`src/rtl/mcycle_pkg.sv`:
```
// Shared constants for the multi-cycle multiply/divide unit.
// Op encoding, FSM state encoding and operand signedness helpers.
package mcycle_pkg;

   localparam logic [2:0] OP_MUL    = 3'b000;
   localparam logic [2:0] OP_MULH   = 3'b001;
   localparam logic [2:0] OP_MULHSU = 3'b010;
   localparam logic [2:0] OP_MULHU  = 3'b011;
   localparam logic [2:0] OP_DIV    = 3'b100;
   localparam logic [2:0] OP_DIVU   = 3'b101;
   localparam logic [2:0] OP_REM    = 3'b110;
   localparam logic [2:0] OP_REMU   = 3'b111;

   localparam logic [1:0] S_IDLE = 2'd0;
   localparam logic [1:0] S_COMP = 2'd1;
   localparam logic [1:0] S_FIX  = 2'd2;
   localparam logic [1:0] S_DONE = 2'd3;

   function automatic logic is_div_op(input logic [2:0] op);
      return op[2];
   endfunction

   function automatic logic is_signed_op1(input logic [2:0] op);
      return (op == OP_MUL) || (op == OP_MULH) || (op == OP_MULHSU) ||
             (op == OP_DIV) || (op == OP_REM);
   endfunction

   function automatic logic is_signed_op2(input logic [2:0] op);
      return (op == OP_MUL) || (op == OP_MULH) ||
             (op == OP_DIV) || (op == OP_REM);
   endfunction

endpackage

```
`src/rtl/mcycle_radix_unit_if.sv`:
```
// Request/response bundle between the EX stage and the mul/div unit.
// master drives requests, slave is the unit itself.
interface mcycle_radix_unit_if #(
   parameter int WIDTH = 32
);
   logic             Start;
   logic             Abort;
   logic [2:0]       MCycleOp;
   logic [WIDTH-1:0] Operand1;
   logic [WIDTH-1:0] Operand2;
   logic [WIDTH-1:0] Result1;
   logic [WIDTH-1:0] Result2;
   logic [WIDTH-1:0] Result;
   logic             Busy;
   logic             Done;

   modport master (
      output Start, Abort, MCycleOp, Operand1, Operand2,
      input  Result1, Result2, Result, Busy, Done
   );

   modport slave (
      input  Start, Abort, MCycleOp, Operand1, Operand2,
      output Result1, Result2, Result, Busy, Done
   );
endinterface

```
`src/rtl/mcycle_div_slice.sv`:
```
// Combinational DIV_BPC-step restoring divider slice, MSB first.
// quo_i carries the remaining dividend bits, shifted out as quotient bits enter.
module mcycle_div_slice #(
   parameter int WIDTH   = 32,
   parameter int DIV_BPC = 8
) (
   input  logic [WIDTH-1:0] rem_i,
   input  logic [WIDTH-1:0] div_i,
   input  logic [WIDTH-1:0] quo_i,
   output logic [WIDTH-1:0] rem_o,
   output logic [WIDTH-1:0] quo_o
);
   logic [WIDTH-1:0] r;
   logic [WIDTH-1:0] q;
   logic [WIDTH:0]   t;

   always_comb begin
      r = rem_i;
      q = quo_i;
      t = '0;
      for (int i = 0; i < DIV_BPC; i++) begin
         t = {r, q[WIDTH-1]};
         q = {q[WIDTH-2:0], 1'b0};
         if (t >= {1'b0, div_i}) begin
            t    = t - {1'b0, div_i};
            q[0] = 1'b1;
         end
         r = t[WIDTH-1:0];
      end
      rem_o = r;
      quo_o = q;
   end
endmodule

```
`src/rtl/mcycle_radix_unit.sv`:
```
// Multi-cycle RV32M multiply/divide unit for the EX stage.
// Works on operand magnitudes, then applies signs and corner cases in FIXUP.
module mcycle_radix_unit
   import mcycle_pkg::*;
#(
   parameter int WIDTH   = 32,
   parameter int MUL_BPC = 8,
   parameter int DIV_BPC = 8
) (
   input  logic CLK,
   input  logic RESETn,
   mcycle_radix_unit_if.slave bus
);
   localparam int MUL_N = WIDTH / MUL_BPC;
   localparam int DIV_N = WIDTH / DIV_BPC;
   localparam int CW    = $clog2(WIDTH + 1);
   localparam logic [CW-1:0] MUL_LAST = CW'(MUL_N - 1);
   localparam logic [CW-1:0] DIV_LAST = CW'(DIV_N - 1);
   localparam logic [WIDTH-1:0] MIN_V = {1'b1, {(WIDTH-1){1'b0}}};
   localparam logic [WIDTH-1:0] ONE_V = {{(WIDTH-1){1'b0}}, 1'b1};

   logic [1:0]         state_q, state_d;
   logic [2:0]         op_q, op_d;
   logic [CW-1:0]      cnt_q, cnt_d;
   logic               sa_q, sa_d;
   logic               sb_q, sb_d;
   logic               dz_q, dz_d;
   logic [WIDTH-1:0]   a_q, a_d;
   logic [WIDTH-1:0]   b_q, b_d;
   logic [2*WIDTH-1:0] acc_q, acc_d;
   logic [WIDTH-1:0]   res1_q, res1_d;
   logic [WIDTH-1:0]   res2_q, res2_d;
   logic [WIDTH-1:0]   res_q, res_d;

   logic               s1, s2, start_ok, in_div;
   logic [WIDTH-1:0]   mag1, mag2;
   logic [31:0]        sh;
   logic [MUL_BPC-1:0] bsl;
   logic [2*WIDTH-1:0] pp;
   logic [WIDTH-1:0]   dv_rem, dv_quo;
   logic [2*WIDTH-1:0] prod;
   logic [WIDTH-1:0]   fix1, fix2, fixr;
   logic               ovf;

   mcycle_div_slice #(
      .WIDTH   (WIDTH),
      .DIV_BPC (DIV_BPC)
   ) u_div (
      .rem_i (acc_q[2*WIDTH-1:WIDTH]),
      .div_i (b_q),
      .quo_i (acc_q[WIDTH-1:0]),
      .rem_o (dv_rem),
      .quo_o (dv_quo)
   );

   always_comb begin
      s1       = is_signed_op1(bus.MCycleOp) & bus.Operand1[WIDTH-1];
      s2       = is_signed_op2(bus.MCycleOp) & bus.Operand2[WIDTH-1];
      mag1     = s1 ? -bus.Operand1 : bus.Operand1;
      mag2     = s2 ? -bus.Operand2 : bus.Operand2;
      in_div   = is_div_op(bus.MCycleOp);
      start_ok = bus.Start & ~bus.Abort;
      sh       = 32'(cnt_q) * 32'(MUL_BPC);
      bsl      = MUL_BPC'(b_q >> sh);
      pp       = {{WIDTH{1'b0}}, a_q} *
                 {{(2*WIDTH-MUL_BPC){1'b0}}, bsl};
   end

   // Signs are folded back in here; divide corner cases override.
   always_comb begin
      prod = (sa_q ^ sb_q) ? -acc_q : acc_q;
      ovf  = sa_q & sb_q & (a_q == MIN_V) & (b_q == ONE_V);
      if (op_q[2]) begin
         fix1 = (sa_q ^ sb_q) ? -acc_q[WIDTH-1:0] : acc_q[WIDTH-1:0];
         fix2 = sa_q ? -acc_q[2*WIDTH-1:WIDTH] : acc_q[2*WIDTH-1:WIDTH];
         if (dz_q) begin
            fix1 = '1;
            fix2 = sa_q ? -a_q : a_q;
         end else if (ovf) begin
            fix1 = MIN_V;
            fix2 = '0;
         end
      end else begin
         fix1 = prod[WIDTH-1:0];
         fix2 = prod[2*WIDTH-1:WIDTH];
      end
      fixr = ((op_q == OP_MUL) || (op_q == OP_DIV) || (op_q == OP_DIVU))
             ? fix1 : fix2;
   end

   always_comb begin
      state_d = state_q;
      op_d    = op_q;
      cnt_d   = cnt_q;
      sa_d    = sa_q;
      sb_d    = sb_q;
      dz_d    = dz_q;
      a_d     = a_q;
      b_d     = b_q;
      acc_d   = acc_q;
      res1_d  = res1_q;
      res2_d  = res2_q;
      res_d   = res_q;
      case (state_q)
         S_IDLE: begin
            if (start_ok) begin
               op_d    = bus.MCycleOp;
               sa_d    = s1;
               sb_d    = s2;
               a_d     = mag1;
               b_d     = mag2;
               cnt_d   = '0;
               dz_d    = in_div & (bus.Operand2 == '0);
               acc_d   = in_div ? {{WIDTH{1'b0}}, mag1} : '0;
               state_d = (in_div & (bus.Operand2 == '0)) ? S_FIX : S_COMP;
            end
         end
         S_COMP: begin
            cnt_d = cnt_q + 1'b1;
            if (op_q[2]) begin
               acc_d = {dv_rem, dv_quo};
               if (cnt_q == DIV_LAST) state_d = S_FIX;
            end else begin
               acc_d = acc_q + (pp << sh);
               if (cnt_q == MUL_LAST) state_d = S_FIX;
            end
         end
         S_FIX: begin
            res1_d  = fix1;
            res2_d  = fix2;
            res_d   = fixr;
            state_d = S_DONE;
         end
         default: state_d = S_IDLE;
      endcase
      if (bus.Abort) begin
         state_d = S_IDLE;
         res1_d  = res1_q;
         res2_d  = res2_q;
         res_d   = res_q;
      end
   end

   always_ff @(posedge CLK or negedge RESETn) begin
      if (!RESETn) begin
         state_q <= S_IDLE;
         op_q    <= '0;
         cnt_q   <= '0;
         sa_q    <= 1'b0;
         sb_q    <= 1'b0;
         dz_q    <= 1'b0;
         a_q     <= '0;
         b_q     <= '0;
         acc_q   <= '0;
         res1_q  <= '0;
         res2_q  <= '0;
         res_q   <= '0;
      end else begin
         state_q <= state_d;
         op_q    <= op_d;
         cnt_q   <= cnt_d;
         sa_q    <= sa_d;
         sb_q    <= sb_d;
         dz_q    <= dz_d;
         a_q     <= a_d;
         b_q     <= b_d;
         acc_q   <= acc_d;
         res1_q  <= res1_d;
         res2_q  <= res2_d;
         res_q   <= res_d;
      end
   end

   assign bus.Result1 = res1_q;
   assign bus.Result2 = res2_q;
   assign bus.Result  = res_q;
   assign bus.Done    = (state_q == S_DONE);
   assign bus.Busy    = RESETn & ~bus.Abort &
                        (((state_q == S_IDLE) & bus.Start) |
                         (state_q == S_COMP) | (state_q == S_FIX));
endmodule

```
`src/flat_wrapper.sv`:
```
// flat-port wrapper written by rule: the top's interface ports become plain ports
module mcycle_radix_unit_flat import mcycle_pkg::*;
#(
   parameter int WIDTH   = 32,
   parameter int MUL_BPC = 8,
   parameter int DIV_BPC = 8
)
  (CLK, RESETn, bus_Start, bus_Abort, bus_MCycleOp, bus_Operand1, bus_Operand2, bus_Result1, bus_Result2, bus_Result, bus_Busy, bus_Done);
  mcycle_radix_unit_if #(.WIDTH(WIDTH)) bus_i ();
  input  logic CLK;
  input  logic RESETn;
  input wire logic [$bits(bus_i.Start)-1:0] bus_Start;
  input wire logic [$bits(bus_i.Abort)-1:0] bus_Abort;
  input wire logic [$bits(bus_i.MCycleOp)-1:0] bus_MCycleOp;
  input wire logic [$bits(bus_i.Operand1)-1:0] bus_Operand1;
  input wire logic [$bits(bus_i.Operand2)-1:0] bus_Operand2;
  output wire logic [$bits(bus_i.Result1)-1:0] bus_Result1;
  output wire logic [$bits(bus_i.Result2)-1:0] bus_Result2;
  output wire logic [$bits(bus_i.Result)-1:0] bus_Result;
  output wire logic [$bits(bus_i.Busy)-1:0] bus_Busy;
  output wire logic [$bits(bus_i.Done)-1:0] bus_Done;
  assign bus_i.Start = bus_Start;
  assign bus_i.Abort = bus_Abort;
  assign bus_i.MCycleOp = bus_MCycleOp;
  assign bus_i.Operand1 = bus_Operand1;
  assign bus_i.Operand2 = bus_Operand2;
  assign bus_Result1 = bus_i.Result1;
  assign bus_Result2 = bus_i.Result2;
  assign bus_Result = bus_i.Result;
  assign bus_Busy = bus_i.Busy;
  assign bus_Done = bus_i.Done;
  mcycle_radix_unit #(.WIDTH(WIDTH), .MUL_BPC(MUL_BPC), .DIV_BPC(DIV_BPC)) u_core (.CLK(CLK), .RESETn(RESETn), .bus(bus_i));
endmodule
```
`config.mk`:
```
export PLATFORM = sky130hd
export DESIGN_NAME = mcycle_radix_unit_flat
export DESIGN_NICKNAME = d
export VERILOG_FILES = /design/src/rtl/mcycle_pkg.sv /design/src/rtl/mcycle_radix_unit_if.sv /design/src/rtl/mcycle_div_slice.sv /design/src/rtl/mcycle_radix_unit.sv /design/src/flat_wrapper.sv
export SDC_FILE = /design/constraint.sdc
export NUM_CORES = 2
export LEC_CHECK = 0
export ABC_CLOCK_PERIOD_IN_PS = 28600
export CAP_MARGIN = 10
export CORE_MARGIN = 3
export CORE_UTILIZATION = 25
export CTS_BUF_LIST = sky130_fd_sc_hd__clkbuf_4
export DETAILED_ROUTE_END_ITERATION = 12
export GPL_TIMING_DRIVEN = 0
export MAX_ROUTING_LAYER = met4
export PLACE_DENSITY_LB_ADDON = 0.2
export SYNTH_ARGS = -nofsm -noshare
export SYNTH_HDL_FRONTEND = slang
export SYNTH_SLANG_ARGS = --single-unit
```
`constraint.sdc`:
```
create_clock -name CLK -period 28.6 [get_ports CLK]
set_clock_uncertainty 0.15 [all_clocks]
set_input_delay 2.86 -clock CLK [delete_from_list [all_inputs] [get_ports CLK]]
set_output_delay 2.86 -clock CLK [all_outputs]
set_load 0.05 [all_outputs]
```
==> summary.md <==
| Metric | Value |
|---|---|
| Post-synth cell types | `93` |
| Post-synth top cells | `694 x nand2_1, 469 x o21ai_0, 443 x a21oi_1` |
| Antenna viol nets, final | `0` |
| CTS Root Cell | `clkbuf_4` |
| Post-route clock period utilization | `a little over nine tenths` |
| Post-synth EDFFs | `0` |
| Share of the synthesized area in the top cell type | `around 14%` |
| Initial Util | `25.3%` |
| Crit Path Max Fanout | `11` |
| Dpl ws | `-5.50 ns` |
| Area growth from synthesis to layout | `15.4%` |
| Synth Cell Area | `around 42000 µm²` |
| Min Clock Period, post-route | `about 27 ns` |
| Gpl congestion | `1.00` |
| FP Rows | `between 100 and 150` |
| Syn Nets | `~6100` |
| 1st-iter DRT viols | `~4000` |
| Syn_area_per_cell | `approximately 7.6 µm²` |
| Measured slew at the worst slew-check pin | `roughly 1.2 ns` |
| Synth async-reset ratio | `100%` |
| Via count | `around 44000` |
| Seq/Total Area, Yosys | `between 10% and 20%` |
| Vias in the first global route | `roughly 41000` |
| Clock sinks | `about 240` |
| Slew Limit Fails | `0` |
| Initial antenna violation count | `6` |
| Die W | `roughly 420 µm` |
| Largest net degree at the start of global routing | `about 110` |
| Critical Path AT | `27.80 ns` |
| Mapped Cells | `~5500` |
| Clock transition at the registers of the reported paths | `0.06 ns` |
| Skew-Pair Late Insertion Delay | `about 0.90 ns` |
| Final Hold Fails | `0` |
| Nets | `approximately 6400` |
| Cts bufs inserted | `75` |
| Total Routed Length | `207000 µm` |
| CTS max path bufs | `3` |
| Crit end category | `register` |
| Total of max-cap violations | `0` |
| Critical path launch point type | `register` |
| Worst setup margin | `1.31 ns` |
| Dpl hpwl | `approximately 170000 µm` |
| Crit-path most repeated cell | `buf_6` |
| IO Port Bufs | `about 170` |
| Most used DFF post-synth | `dfrtp_1` |
| Critical-path top delay cell | `or3_1` |
| Seq cells post-synth | `between 200 and 250` |
| R2r worst-path depth | `roughly 130` |
| Slew HR | `between 20% and 30%` |
| Routed len/inst | `roughly 26 µm` |
| Count leader, synth | `nand2_1` |
| Max stage delay on crit path | `approximately 0.54 ns` |
| Fmax | `roughly 37 MHz` |
| Core footprint | `roughly 170000 µm²` |
| Setup violations, final | `0` |
| Synth area leaders | `dfrtp_1 14%, ha_1 12%, fa_1 9.0%` |
| H-tree Lvls | `3` |
| CP Class | `reg2reg` |
| Ys Warns | `0` |
| CTS tree | `built` |
| Die Ht | `416 µm` |
| # IOs | `169` |
| Status | `finished clean` |
| Pre-antenna DRT Iters | `8` |
| Worst hold path class | `reg2reg` |
| Min-Delay Path Depth | `2` |
| DIE AREA | `173000 µm²` |
| # fillers | `18199` |
| Reg area | `approximately 6000 µm²` |
| Cell accounting for the most synthesized area | `dfrtp_1` |
| Tot GR Track Use | `between 20% and 30%` |
| Vias per Instance | `~5.4` |
| Layout cell share with drive strength beyond 1 | `9.92%` |
| Global-route wire length before repair | `295000 µm` |
| Crit path required time | `29.11 ns` |
| Area of the multi-input gates | `34100 µm²` |
| GRT overflow | `0` |
| Drt drc | `0` |
[layer usage]
layer / share of wire (%) / global-route usage, % / vias up / wire [µm]
li1: - / - / 20086 / -
met1: 44 / 31.4 / 21480 / 91400
met2: 44 / 36.4 / 1697 / 92100
met3: 6.9 / 3.48 / 314 / 14400
met4: 4.6 / 9.06 / 0 / 9480
met5: 0 / - / - / 0
[stage by stage]
stage	hold slack (ns)	instance area [µm²]	instances	setup TNS, ns	util [%]
2_1_floorplan	0.306	42000	5485	0	-
3_3_place_gp	0.315	46400	7842	-185.14	27.9
3_5_place_dp	0.323	46400	7844	-172.48	28.0
4_1_cts	0.336	48000	8016	0	28.9
5_1_grt	0.361	48400	8027	-0.820	29.2
6_report	0.331	48400	8031	0	29.2
[worst max-delay path: cells and delay by family, from the launching register on]
| kind | cells | cell delay (ns) |
|---|---|---|
| AO/OA/AOI/OAI | 64 | 12.89 |
| adder cells (fa/ha/maj) | 8 | 2.76 |
| buffers and inverters | 24 | 4.46 |
| flip-flops | 1 | 0.46 |
| multiplexers | 5 | 1.49 |
| AND/OR/NAND/NOR | 24 | 4.74 |
[repair_timing]
item / CTS / global route
hold buffers: 0 / 0
endpoints found under the setup margin: 34 / 33
pin swaps: 6 / 17
resized for setup: 99 / 86
setup buffers: 39 / 8
[state kept, by name (all words and copies together), names as in the netlist, 2 cells and up]
name	flops
u_core.b_q	32
u_core.bus.Result1	32
u_core.cnt_q	6
u_core.bus.Result	32
u_core.bus.Result2	32
u_core.op_q	3
u_core.acc_q	64
u_core.a_q	32
u_core.state_q	2
[cell families after synthesis]
group	share of synthesized area [%]
multiplexers	6.43
AO/OA/AOI/OAI	23.9
flip-flops	14.2
buffers and inverters	5.50
adder cells (fa/ha/maj)	20.7
XOR/XNOR	9.08
AND/OR/NAND/NOR	20.2
[path summary, 6_finish.rpt]
check	startpoint	end	slack (ns)
worst max-delay path	u_core.b_q[25]	u_core.acc_q[54]	1.31
worst min-delay path	u_core.bus.Result2[23]	u_core.bus.Result2[23]	0.33
worst max register to register	u_core.b_q[25]	u_core.acc_q[54]	1.31
worst min register to register	u_core.bus.Result2[23]	u_core.bus.Result2[23]	0.33
max in group asynchronous	RESETn	u_core.b_q[0]	25.00
min in group asynchronous	RESETn	u_core.bus.Result1[23]	1.92
[layout by cell type (no fill, tap or decap), types with 63 or more instances in the layout]
master	n
nor3_1	81
o21ai_0	449
nand2_1	693
and2_1	140
ha_1	379
dfrtp_1	221
inv_1	299
fa_1	189
xor2_1	150
clkdlybuf4s50_1	167
nand3_1	70
mux2_2	183
a21oi_1	431
clkbuf_1	205
clkbuf_4	117
nand2b_1	63
xnor2_1	285
nor2_1	415
a21o_1	164
[final cells by class]
type,count,area share [%]
Sequential cell,238,12.4
Inverter,330,2.79
Multi-Input combinational cell,4657,70.4
Tap cell,2189,5.66
Buffer,259,2.39
Clock buffer,113,1.75
Clock inverter,20,0.277
Timing Repair Buffer,218,4.36
Antenna cell,7,0.0362
Power is not shown: default switching activity piles up to over one toggle a cycle in this logic, so the estimate is an artifact.
